===== config.mk =====
export PLATFORM = sky130hd
export DESIGN_NAME = level_progress_ctrl
export DESIGN_NICKNAME = d
export VERILOG_FILES = /design/src/rtl/level_progress_ctrl.sv
export SDC_FILE = /design/constraint.sdc
export NUM_CORES = 1
export LEC_CHECK = 0
export BUFFER_PORTS_ARGS = -buffer_cell sky130_fd_sc_hd__buf_2
export CAP_MARGIN = 30
export CORE_ASPECT_RATIO = 1.4
export CORE_MARGIN = 2
export CORE_UTILIZATION = 50
export CTS_CLUSTER_DIAMETER = 60
export DETAILED_ROUTE_END_ITERATION = 12
export GPL_TIMING_DRIVEN = 0
export PLACE_DENSITY = 0.79
export SYNTH_ARGS = -nofsm -noshare
export SYNTH_HDL_FRONTEND = slang
export SYNTH_SLANG_ARGS = --single-unit

===== constraint.sdc =====
create_clock -name clk -period 4.3 [get_ports clk]
set_input_delay 0.43 -clock clk [delete_from_list [all_inputs] [get_ports clk]]
set_output_delay 0.43 -clock clk [all_outputs]
set_load 0.05 [all_outputs]

===== src/rtl/level_progress_ctrl.sv =====
// level_progress_ctrl
//   Game-progression controller. Tracks the current level and remaining
//   lives, issues frog-reset and level-up pulses, detects game over, and
//   runs a one-bit-per-cycle binary-to-BCD conversion of the level for the
//   7-segment digit decoders.
//
// Ports:
//   clk          system clock, rising edge
//   rst_n        asynchronous active-low reset
//   sw[3:0]      debounced switches; all four held high = restart combo
//   frog_at_top  frog reached the top row (level, rising edge used)
//   frog_hit     frog collided (level, rising edge used)
//   level        current level
//   lives        remaining lives
//   reset_frog   one-cycle pulse: return frog to start
//   level_up     one-cycle pulse on level advance
//   game_over    high while in the OVER state
//   bcd          BCD of level, digit 0 in [3:0]
//   bcd_valid    bcd matches the current level
module level_progress_ctrl #(
    parameter int LEVEL_W      = 7,
    parameter int START_LEVEL  = 1,
    parameter int MAX_LEVEL    = 15,
    parameter int WRAP         = 0,
    parameter int LIVES_W      = 2,
    parameter int LIVES_INIT   = 3,
    parameter int NUM_DIGITS   = 2,
    parameter int RESTART_HOLD = 4
) (
    input  logic                    clk,
    input  logic                    rst_n,
    input  logic [3:0]              sw,
    input  logic                    frog_at_top,
    input  logic                    frog_hit,
    output logic [LEVEL_W-1:0]      level,
    output logic [LIVES_W-1:0]      lives,
    output logic                    reset_frog,
    output logic                    level_up,
    output logic                    game_over,
    output logic [4*NUM_DIGITS-1:0] bcd,
    output logic                    bcd_valid
);

    localparam int BCD_W  = 4 * NUM_DIGITS;
    localparam int HOLD_W = $clog2(RESTART_HOLD + 1);
    localparam int CNT_W  = $clog2(LEVEL_W + 1);

    localparam logic [LEVEL_W-1:0] LVL_START  = LEVEL_W'(START_LEVEL);
    localparam logic [LEVEL_W-1:0] LVL_MAX    = LEVEL_W'(MAX_LEVEL);
    localparam logic [LIVES_W-1:0] LIVES_RST  = LIVES_W'(LIVES_INIT);
    localparam logic [LIVES_W-1:0] LIVES_ONE  = LIVES_W'(1);
    localparam logic [HOLD_W-1:0]  HOLD_TGT   = HOLD_W'(RESTART_HOLD);
    localparam logic [CNT_W-1:0]   CONV_STEPS = CNT_W'(LEVEL_W);

    typedef enum logic {ST_PLAY, ST_OVER} state_t;

    state_t               state, state_nx;
    logic [LEVEL_W-1:0]   level_nx;
    logic [LIVES_W-1:0]   lives_nx;
    logic                 reset_frog_nx, level_up_nx;

    logic                 top_hist, hit_hist;
    logic                 top_rise, hit_rise;
    logic [HOLD_W-1:0]    hold_cnt;
    logic                 combo, restart;
    logic                 level_chg;

    logic                 conv_pend;
    logic [CNT_W-1:0]     conv_cnt;
    logic [LEVEL_W-1:0]   bin_sh;
    logic [BCD_W-1:0]     acc, acc_adj, acc_step;

    // Add 3 to every BCD digit that is 5 or more, ahead of the left shift.
    function automatic logic [BCD_W-1:0] dabble_adj(input logic [BCD_W-1:0] v);
        logic [BCD_W-1:0] r;
        r = v;
        for (int d = 0; d < NUM_DIGITS; d++) begin
            if (r[4*d +: 4] >= 4'd5)
                r[4*d +: 4] = r[4*d +: 4] + 4'd3;
        end
        return r;
    endfunction

    // History resets high so an input already asserted at reset release
    // is not taken as an edge.
    always_ff @(posedge clk or negedge rst_n) begin
        if (!rst_n) begin
            top_hist <= 1'b1;
            hit_hist <= 1'b1;
        end else begin
            top_hist <= frog_at_top;
            hit_hist <= frog_hit;
        end
    end

    assign top_rise = frog_at_top & ~top_hist;
    assign hit_rise = frog_hit & ~hit_hist;

    // Restart fires only on the cycle the counter reaches its target; the
    // counter then parks there until some switch drops.
    assign combo   = &sw;
    assign restart = combo && (hold_cnt == HOLD_TGT - 1'b1);

    always_ff @(posedge clk or negedge rst_n) begin
        if (!rst_n)
            hold_cnt <= '0;
        else if (!combo)
            hold_cnt <= '0;
        else if (hold_cnt != HOLD_TGT)
            hold_cnt <= hold_cnt + 1'b1;
    end

    // State register
    always_ff @(posedge clk or negedge rst_n) begin
        if (!rst_n) begin
            state      <= ST_PLAY;
            level      <= LVL_START;
            lives      <= LIVES_RST;
            reset_frog <= 1'b0;
            level_up   <= 1'b0;
        end else begin
            state      <= state_nx;
            level      <= level_nx;
            lives      <= lives_nx;
            reset_frog <= reset_frog_nx;
            level_up   <= level_up_nx;
        end
    end

    // Next state: restart > frog_hit > frog_at_top; losers are dropped.
    always_comb begin
        state_nx      = state;
        level_nx      = level;
        lives_nx      = lives;
        reset_frog_nx = 1'b0;
        level_up_nx   = 1'b0;
        if (restart) begin
            state_nx      = ST_PLAY;
            level_nx      = LVL_START;
            lives_nx      = LIVES_RST;
            reset_frog_nx = 1'b1;
        end else if (state == ST_PLAY) begin
            if (hit_rise) begin
                reset_frog_nx = 1'b1;
                if (lives != '0)
                    lives_nx = lives - 1'b1;
                if (lives <= LIVES_ONE)
                    state_nx = ST_OVER;
            end else if (top_rise) begin
                reset_frog_nx = 1'b1;
                if (level < LVL_MAX) begin
                    level_nx    = level + 1'b1;
                    level_up_nx = 1'b1;
                end else if (WRAP != 0) begin
                    level_nx    = LVL_START;
                    level_up_nx = 1'b1;
                end
            end
        end
    end

    // Outputs
    always_comb begin
        game_over = (state == ST_OVER);
    end

    assign level_chg = (level_nx != level);

    // Conversion control: a level change arms conv_pend, which reloads the
    // converter on the next cycle (aborting any conversion in flight).
    assign acc_adj  = dabble_adj(acc);
    assign acc_step = {acc_adj[BCD_W-2:0], bin_sh[LEVEL_W-1]};

    always_ff @(posedge clk or negedge rst_n) begin
        if (!rst_n) begin
            conv_pend <= 1'b1;
            conv_cnt  <= '0;
            bcd       <= '0;
            bcd_valid <= 1'b0;
        end else begin
            conv_pend <= level_chg;
            if (level_chg)
                bcd_valid <= 1'b0;
            if (conv_pend) begin
                conv_cnt <= CONV_STEPS;
            end else if (conv_cnt != '0) begin
                conv_cnt <= conv_cnt - 1'b1;
                if (conv_cnt == CNT_W'(1) && !level_chg) begin
                    bcd       <= acc_step;
                    bcd_valid <= 1'b1;
                end
            end
        end
    end

    // Shift/accumulate datapath, no reset needed: always loaded before use.
    always_ff @(posedge clk) begin
        if (conv_pend) begin
            bin_sh <= level;
            acc    <= '0;
        end else if (conv_cnt != '0) begin
            bin_sh <= bin_sh << 1;
            acc    <= acc_step;
        end
    end

endmodule

==> results of run 1 <==
registers in the layout, summed over array words and instances, names as in the netlist, 2 cells and up:
signal    cells
lives         2
level         7
conv_cnt      3
bcd           8
acc           8
hold_cnt      3
bin_sh        7
worst max-delay path: stages, from the launching register on:
cell	delay (ns)
dfrtp_1	0.39
inv_1	0.11
ha_1	0.28
nor2b_1	0.22
clkbuf_1	0.37
nand2b_1	0.30
layout make-up:
type                            count  area [µm²]  share of cell area, %
Buffer                              5       26.28                  1.060
Multi-Input combinational cell    129       963.4                  38.85
Clock inverter                      1       30.03                  1.211
Sequential cell                    45        1129                  45.51
Clock buffer                        7       86.33                  3.481
Timing Repair Buffer               28       140.1                  5.651
Tap cell                           45       56.30                  2.270
Inverter                           13       48.80                  1.968
final timing paths:
check	end	cells past startpoint	slack, ns
setup / recovery	bin_sh[5]$_DFFE_PP_	5	2.31
hold / removal	bcd[4]$_DFFE_PN0P_	1	0.16
setup reg to reg	bin_sh[5]$_DFFE_PP_	5	2.31
hold reg to reg	acc[5]$_SDFFE_PP0N_	2	0.45
max in group asynchronous	level[5]$_DFF_PN0_	1	3.70
min in group clk	hit_hist$_DFF_PN1_	1	0.24
where the power goes:
part	internal [mW]	total [mW]	switching, mW	leakage (nW)
Clock	0.189	0.327	0.138	0.0585
Sequential	0.570	0.648	0.0780	0.513
Combinational	0.282	0.662	0.380	0.627
Total	1.04	1.64	0.596	1.20
layer usage:
| metal | global-route usage [%] | up-vias | routed length [µm] |
|---|---|---|---|
| met5 | 0 | - | 0 |
| met4 | 6.444 | 0 | 64 |
| met3 | 4.409 | 5 | 109 |
| met2 | 30.22 | 31 | 1971 |
| met1 | 18.21 | 690 | 1522 |
| li1 | - | 726 | - |
logic make-up after synthesis:
kind of cell    share of synthesized area (%)
buf+inv                                 3.464
xor+xnor                                2.425
simple gates                            17.03
mux                                     9.353
compound gates                          8.141
fa+ha+maj                               7.506
flops                                   52.08
layout by cell type (no fill, tap or decap), drive strengths merged, types with 2 or more instances in the layout:
cell type / synthesis / routed
buf: 1 / 29
dfrtp: 24 / 24
nand2: 22 / 22
a21oi: 14 / 14
inv: 13 / 13
ha: 13 / 13
mux2: 13 / 13
nor2: 12 / 12
clkbuf: 4 / 11
nand2b: 10 / 10
dfxtp: 8 / 8
o21ai: 7 / 7
edfxtp: 7 / 7
dfstp: 6 / 6
xnor2: 5 / 5
nand4: 4 / 4
and2: 4 / 4
mux2i: 3 / 3
and4: 2 / 2
a41oi: 2 / 2
nand3: 2 / 2
nor3b: 2 / 2
nor4b: 2 / 2
stage by stage:
stage          power [mW]  std cells  instance area [µm²]  util [%]
3_3_place_gp        1.298        265                 2364     56.22
4_1_cts             1.659        273                 2480     58.99
6_report            1.637        273                 2480     58.99
5_1_grt             1.754        273                 2480     58.99
3_5_place_dp        1.324        265                 2364     56.22
2_1_floorplan       1.190        192                 2167         -
==> impl_metrics.env, run 1 <==
export IMPL_outcome="completed"
export IMPL_synth_flop_cell="dfrtp_1"
export IMPL_fin_nets=248
export IMPL_cts_hold_buf=0
export IMPL_critPathCaptureType="flop"
export IMPL_pre_cts_slack_ns=2.302
export IMPL_synth_seq_cells=45
export IMPL_period_share_pct=46.22
export IMPL_netlist_area_um2=2167
export IMPL_grt_usage_pct=16.73
export IMPL_ir_drop_v=0.0002950
export IMPL_finalCriticalPeriod_ns=1.987
export IMPL_cts_made_buffers=5
export IMPL_antenna_found_initial=0
export IMPL_core_rowCount=28
export IMPL_finalWirelength_um=3667
export IMPL_synth_seq_area_share_pct=52.08
export IMPL_die_h_um=81.90
export IMPL_hold_slack_ns=0.1585
export IMPL_syn_to_final_growth_pct=14.43
export IMPL_hold_violations=0
export IMPL_dp_hpwl_um=2658
export IMPL_clk_latency_ns=0.30
export IMPL_io_pins=29
export IMPL_fp_dieW_um=59.64
export IMPL_grt_overflow_total=0
export IMPL_via_per_inst=5.319
export IMPL_hold_path_class="input pin to asynchronous set/reset pin"
export IMPL_ys_types=40
export IMPL_slew_headroom_pct=55.70
export IMPL_synth_edf_count=7
export IMPL_cts_setup_buffers=0
export IMPL_worst_slew_pin_slew_ns=0.6645
export IMPL_initial_core_util_pct=51.55
export IMPL_ant_nets=0
export IMPL_clockRootBuffer="clkbuf_8"
export IMPL_nFillCells=375
export IMPL_synth_area_per_cell_um2=11.29
export IMPL_grt_pass1_wl_um=6127
export IMPL_tns_ns=0
export IMPL_fp_dieArea_um2=4884
export IMPL_firstDrtPassIters=4
export IMPL_dr_first_iter_drc_count=51
export IMPL_timing_fmax_mhz=503.2
export IMPL_grt_max_degree=31
export IMPL_finalSetupViolCount=0
export IMPL_r2r_start="conv_cnt[0]$_DFFE_PN0P_"
export IMPL_start_kind="flop"
export IMPL_vias=1452
export IMPL_core_um2=4204
export IMPL_drc=0
export IMPL_grt_pass1_vias=1438
export IMPL_clock_path_buffers=2
export IMPL_skew_ns=0.01061
export IMPL_fin_ws_ns=2.313
export IMPL_drive_above_1_share_pct=27.63
export IMPL_cts_tree="done"
export IMPL_port_buffers=28
export IMPL_rsz0062_at_grt="false"
export IMPL_synthTopCellsByArea="dfrtp_1 (28%), edfxtp_1 (9.7%), ha_1 (7.5%)"
export IMPL_cts_resized_gates=0
export IMPL_ys_top_cells_by_count="dfrtp_1 (24), nand2_1 (22), a21oi_1 (14)"
export IMPL_drv_slew=0
export IMPL_synth_async_reset_ratio_pct=66.67
export IMPL_syn_inst=192
export IMPL_ctsHtreeMaxLevel=2
export IMPL_synth_area_leader_cell="dfrtp_1"
export IMPL_criticalPathCategory="flop to flop"
export IMPL_clk_pin_slew_ns=0.09
export IMPL_cts_num_sinks=45
export IMPL_yosys_warnings=0
export IMPL_synth_most_common_cell="dfrtp_1"
export IMPL_place_gp_congestion=0.7783
export IMPL_path_max_fanout=10
export IMPL_critPathArrivalTime_ns=1.97
export IMPL_startpoint="conv_cnt[0]$_DFFE_PN0P_"
export IMPL_powerDensity_nw_per_um2=660.0
export IMPL_p_leak_nw=1.199
export IMPL_diodes=0
export IMPL_netlist_area_leader_share_pct=27.71
export IMPL_cp_data_required_time_ns=4.28
export IMPL_synth_fp_nets=213
export IMPL_drv_cap=0
export IMPL_avgRoutedWirePerCell_um=13.43
No activity file was read; power rests on OpenSTA's default activity.
==> inputs of run 2 (changes only) <==
PLACE_DENSITY = 0.81   (was 0.79)
clock period = 1.8 ns   (was 4.3 ns; I/O delays follow)
==> run 2 against run 1 <==
Compared with the run above: clock-buffer cell count unchanged; register-to-register slack worse by 2.3 ns; first-iteration DRC count decreased by 22%; wire length is 11% higher; global-route usage up 2.7 points; fmax rose by 10%; critical path type unchanged; largest cell class unchanged.
==> impl_metrics.env, run 2 (synthesis gave the netlist of run 1 again) <==
export IMPL_grt_usage_pct=19.41
export IMPL_ant_nets=0
export IMPL_fp_dieW_um=59.64
export IMPL_skew_ns=0.01035
export IMPL_drive_above_1_share_pct=32.91
export IMPL_hold_slack_ns=0.1717
export IMPL_via_per_inst=5.390
export IMPL_reg_largest_list="acc (8), bcd (8)"
export IMPL_dr_first_iter_drc_count=40
export IMPL_powerDensity_nw_per_um2=1482
export IMPL_worst_slew_pin_slew_ns=0.6764
export IMPL_drv_slew=0
export IMPL_io_pins=29
export IMPL_tns_ns=0
export IMPL_finalWirelength_um=4059
export IMPL_avgRoutedWirePerCell_um=14.39
export IMPL_final_cell_mix="buf_2 (28), nand2_1 (21), dfrtp_1 (21)"
export IMPL_syn_to_final_growth_pct=18.82
export IMPL_cts_tree="done"
export IMPL_firstDrtPassIters=4
export IMPL_grt_pass1_vias=1618
export IMPL_r2r_setup_slack_ns=0.0009
export IMPL_ctsHtreeMaxLevel=2
export IMPL_slew_headroom_pct=54.91
export IMPL_core_rowCount=28
export IMPL_grt_max_degree=31
export IMPL_holdCritStartpoint="sw[1]"
export IMPL_place_gp_congestion=0.8217
export IMPL_finalCriticalPeriod_ns=1.799
export IMPL_p_leak_nw=1.240
export IMPL_criticalPathCategory="flop to flop"
export IMPL_antenna_found_initial=0
export IMPL_fp_dieArea_um2=4884
export IMPL_finalPower_mw=3.817
export IMPL_core_um2=4204
export IMPL_layout_commonest_cell="buf_2"
export IMPL_initial_core_util_pct=51.55
export IMPL_critPathCaptureType="flop"
export IMPL_r2r_start="level[5]$_DFF_PN0_"
export IMPL_hold_path_cell_count=3
export IMPL_grt_overflow_total=0
export IMPL_drc=0
export IMPL_outcome="completed"
export IMPL_dpl_cell_area_um2=2375
export IMPL_finalSetupViolCount=0
export IMPL_drv_cap=0
export IMPL_critPathArrivalTime_ns=1.98
export IMPL_grt_pass1_wl_um=7003
export IMPL_port_buffers=28
export IMPL_r2r_cells=5
export IMPL_die_h_um=81.90
export IMPL_cts_num_sinks=45
export IMPL_rr_endpoint="bcd[6]$_DFFE_PN0P_"
export IMPL_ir_drop_v=0.0006256
export IMPL_hold_path_class="input pin to flop"
export IMPL_dp_hpwl_um=2749
export IMPL_dp_cells=265
export IMPL_timing_fmax_mhz=555.8
export IMPL_start_kind="flop"
export IMPL_finish_instance_area_um2=2575
export IMPL_clock_path_buffers=2
export IMPL_cp_data_required_time_ns=1.98
export IMPL_diodes=0
export IMPL_vias=1520
export IMPL_fin_nets=257
export IMPL_hold_violations=0
export IMPL_clockRootBuffer="clkbuf_8"
export IMPL_rsz0062_at_grt="true"
export IMPL_nFillCells=349
export IMPL_startpoint="level[5]$_DFF_PN0_"
export IMPL_clk_latency_ns=0.30
export IMPL_whs_endpoint="hold_cnt[2]$_DFFE_PN0P_"
export IMPL_path_max_fanout=8
export IMPL_cts_made_buffers=5
export IMPL_clk_pin_slew_ns=0.08
export IMPL_fin_cells=282
export IMPL_period_share_pct=99.95
## run 2: cell count changes in the layout (fill, tap and decap cells not counted), sizes merged
cell,change
buf,+6
clkinvlp,+1
dlygate4sd3,+3
bufinv,-1
## run 2: what timing repair did
| item | in CTS | in global routing |
|---|---|---|
| pin swaps | 4 | 1 |
| resized for setup | 7 | 4 |
| endpoints found under the hold margin | 26 | 0 |
| setup buffers | 7 | 0 |
| setup endpoints to repair | 18 | 18 |
| hold buffers | 3 | 0 |
## run 2: layout make-up
type | count | area (µm²) | area share (%)
multi-input cells | 129 | 998.5 | 38.78
repair buffers | 38 | 222.7 | 8.649
clock inverters | 1 | 7.507 | 0.2915
clock buffers | 7 | 86.33 | 3.353
plain buffers | 4 | 18.77 | 0.7289
inverters | 13 | 48.80 | 1.895
well taps | 45 | 56.30 | 2.187
flip-flops and latches | 45 | 1136 | 44.12
## run 2: metrics by stage
step	setup WS, ns	utilization [%]
final	0.0009379	61.25
after global routing	-0.04489	61.25
after CTS	-0.0008009	61.07
after detailed placement	-0.2211	56.49
after global placement	-0.1489	56.49
after floorplan	-0.06148	-
## run 2: worst max path at each step
stage	cells after the start	end
CTS	5	bcd[7]$_DFFE_PN0P_
floorplan	6	bcd[0]$_DFFE_PN0P_
global placement	5	bin_sh[0]$_SDFFCE_PN0P_
detailed placement	5	bin_sh[5]$_DFFE_PP_
finish	5	bcd[6]$_DFFE_PN0P_
global route	5	bcd[6]$_DFFE_PN0P_
## run 2: metal layers
layer | share of wire, % | global-route usage (%) | up-vias
met2 | 56 | 37.07 | 35
met5 | 0 | 0 | -
met4 | 1.2 | 8.000 | 0
met1 | 39 | 19.27 | 734
met3 | 3.6 | 4.724 | 5
li1 | - | - | 746
## run 2: power breakdown
part / switching (mW) / internal [mW]
Sequential: 0.184 / 1.36
Clock: 0.337 / 0.312
Combinational: 0.940 / 0.683
Total: 1.46 / 2.36
## run 2: critical path, cell delays in order, from the launching register on
cell	delay, ns
dfrtp_2	0.45
nor3_4	0.27
nand4_1	0.22
a21boi_4	0.20
nand2b_4	0.24
mux2_4	0.31
==> inputs of run 3 (changes only) <==
BUFFER_PORTS_ARGS = -buffer_cell sky130_fd_sc_hd__clkbuf_2   (was -buffer_cell sky130_fd_sc_hd__buf_2)
RECOVER_POWER = 50   (was unset)
SLEW_MARGIN = 20   (was unset)
==> run 3 against run 2 <==
Compared with the run above: register-to-register slack better by 0.02 ns; hold slack worse by 0.016 ns; non-clock buffer count is 7 higher; cell count is 2.5% higher; critical path type unchanged; critical endpoint is now bcd[7]$_DFFE_PN0P_; largest cell class unchanged; largest power group unchanged.
==> impl_metrics.env, run 3 (synthesis gave the netlist of run 1 again) <==
export IMPL_outcome="completed"
export IMPL_finalPower_mw=3.926
export IMPL_ant_nets=0
export IMPL_grt_overflow_total=0
export IMPL_drc=0
export IMPL_clk_latency_ns=0.30
export IMPL_initial_core_util_pct=51.55
export IMPL_port_buffers=28
export IMPL_r2r_start="hold_cnt[0]$_DFFE_PN0P_"
export IMPL_dr_first_iter_drc_count=75
export IMPL_cts_tree="done"
export IMPL_tns_ns=0
export IMPL_r2r_cells=6
export IMPL_fp_dieW_um=59.64
export IMPL_seq_power_share_pct=39.6
export IMPL_r2r_setup_slack_ns=0.02
export IMPL_timing_fmax_mhz=562.2
export IMPL_rsz0062_at_grt="true"
export IMPL_grt_pass1_wl_um=6851
export IMPL_vias=1575
export IMPL_die_h_um=81.90
export IMPL_whs_endpoint="hold_cnt[2]$_DFFE_PN0P_"
export IMPL_drv_slew=0
export IMPL_hold_violations=0
export IMPL_p_leak_nw=1.294
export IMPL_finalSetupViolCount=0
export IMPL_finish_instance_area_um2=2656
export IMPL_final_cell_mix="clkbuf_2 (28), nand2_1 (21), dfrtp_1 (21)"
export IMPL_ctsHtreeMaxLevel=2
export IMPL_power_internal_mw=2.445
export IMPL_cts_num_sinks=45
export IMPL_switching_power_mw=1.481
export IMPL_combPwrFrac_pct=41.7
export IMPL_layout_commonest_cell="clkbuf_2"
export IMPL_p_sw_share_pct=37.72
export IMPL_grt_pass1_vias=1524
export IMPL_drive_above_1_share_pct=34.84
export IMPL_period_share_pct=98.81
export IMPL_clockRootBuffer="clkbuf_8"
export IMPL_critPathCaptureType="flop"
export IMPL_rr_endpoint="bcd[7]$_DFFE_PN0P_"
export IMPL_cp_data_required_time_ns=1.99
export IMPL_core_rowCount=28
export IMPL_syn_to_final_growth_pct=22.58
export IMPL_slew_headroom_pct=49.03
export IMPL_power_frac_clock_pct=18.7
export IMPL_hold_path_class="input pin to flop"
export IMPL_place_gp_congestion=0.7940
export IMPL_cts_made_buffers=5
export IMPL_diodes=0
export IMPL_dpl_cell_area_um2=2375
export IMPL_drv_cap=0
export IMPL_clock_path_buffers=2
export IMPL_path_max_fanout=8
export IMPL_start_kind="flop"
export IMPL_finalCriticalPeriod_ns=1.779
export IMPL_clk_pin_slew_ns=0.08
export IMPL_skew_ns=0.006853
export IMPL_finalWirelength_um=4123
export IMPL_firstDrtPassIters=4
export IMPL_fp_dieArea_um2=4884
export IMPL_via_per_inst=5.450
export IMPL_ir_drop_v=0.0006101
export IMPL_fin_nets=264
export IMPL_reg_largest_list="acc (8), bcd (8)"
export IMPL_dp_hpwl_um=2743
export IMPL_core_um2=4204
export IMPL_grt_usage_pct=19.08
export IMPL_criticalPathCategory="flop to flop"
export IMPL_holdCritStartpoint="sw[1]"
export IMPL_grt_max_degree=31
export IMPL_hold_path_cell_count=3
export IMPL_io_pins=29
export IMPL_critPathArrivalTime_ns=1.97
export IMPL_worst_slew_pin_slew_ns=0.7646
export IMPL_powerDensity_nw_per_um2=1478
export IMPL_antenna_found_initial=0
export IMPL_avgRoutedWirePerCell_um=14.27
[run 3: metrics by stage]
step | hold slack [ns] | setup slack [ns] | instances | utilization, %
final | 0.1555 | 0.02143 | 289 | 63.18
after global routing | 0.1824 | -0.03415 | 289 | 63.18
after CTS | 0.1567 | 0.02107 | 282 | 61.61
after detailed placement | 0.2858 | -0.2123 | 265 | 56.49
after global placement | 0.2814 | -0.1506 | 265 | 56.49
after floorplan | -0.1156 | -0.06148 | 192 | -
[run 3: what timing repair did]
| action | in CTS | in global routing |
|---|---|---|
| setup endpoints to repair | 17 | 17 |
| pin swaps | 3 | 5 |
| hold buffers | 3 | 0 |
| buffers inserted | 7 | 7 |
| endpoints found under the hold margin | 26 | 0 |
| resized for setup | 7 | 5 |
[run 3: worst max path at each step]
stage | start | end | cells past startpoint
finish | hold_cnt[0]$_DFFE_PN0P_ | bcd[7]$_DFFE_PN0P_ | 6
global route | hold_cnt[0]$_DFFE_PN0P_ | bcd[1]$_DFFE_PN0P_ | 6
CTS | hold_cnt[0]$_DFFE_PN0P_ | bcd[7]$_DFFE_PN0P_ | 6
detailed placement | conv_cnt[0]$_DFFE_PN0P_ | bin_sh[0]$_SDFFCE_PN0P_ | 5
global placement | conv_cnt[0]$_DFFE_PN0P_ | bin_sh[0]$_SDFFCE_PN0P_ | 5
floorplan | level[0]$_DFF_PN1_ | bcd[0]$_DFFE_PN0P_ | 6
[run 3: layout make-up]
cell class | count | area (µm²)
Multi-Input combinational cell | 129 | 1010
Timing Repair Buffer | 45 | 275.3
Inverter | 13 | 48.80
Sequential cell | 45 | 1136
Clock buffer | 8 | 111.4
Tap cell | 45 | 56.30
Buffer | 4 | 18.77
Fill cell | 346 | 1548
[run 3: worst max-delay path, stage by stage (launching register included)]
cell      delay, ns
dfrtp_1        0.39
ha_1           0.20
ha_1           0.21
nand4_1        0.12
a21boi_4       0.20
nand2b_4       0.24
mux2_4         0.31
[run 3: routing by layer]
layer / track usage, % / wire (µm)
met3: 5.039 / 152
met1: 20.67 / 1620
met5: 0 / 0
met4: 8.889 / 78
met2: 33.80 / 2272
[run 3: power groups by stage]
stage | clock network [mW] | registers [mW] | logic (mW)
2_1_floorplan | 0 | 1.84 | 1.01
3_3_place_gp | 0 | 1.56 | 1.56
3_5_place_dp | 0 | 1.57 | 1.62
4_1_cts | 0.750 | 1.56 | 1.63
5_1_grt | 0.795 | 1.59 | 1.84
6_report | 0.734 | 1.56 | 1.64
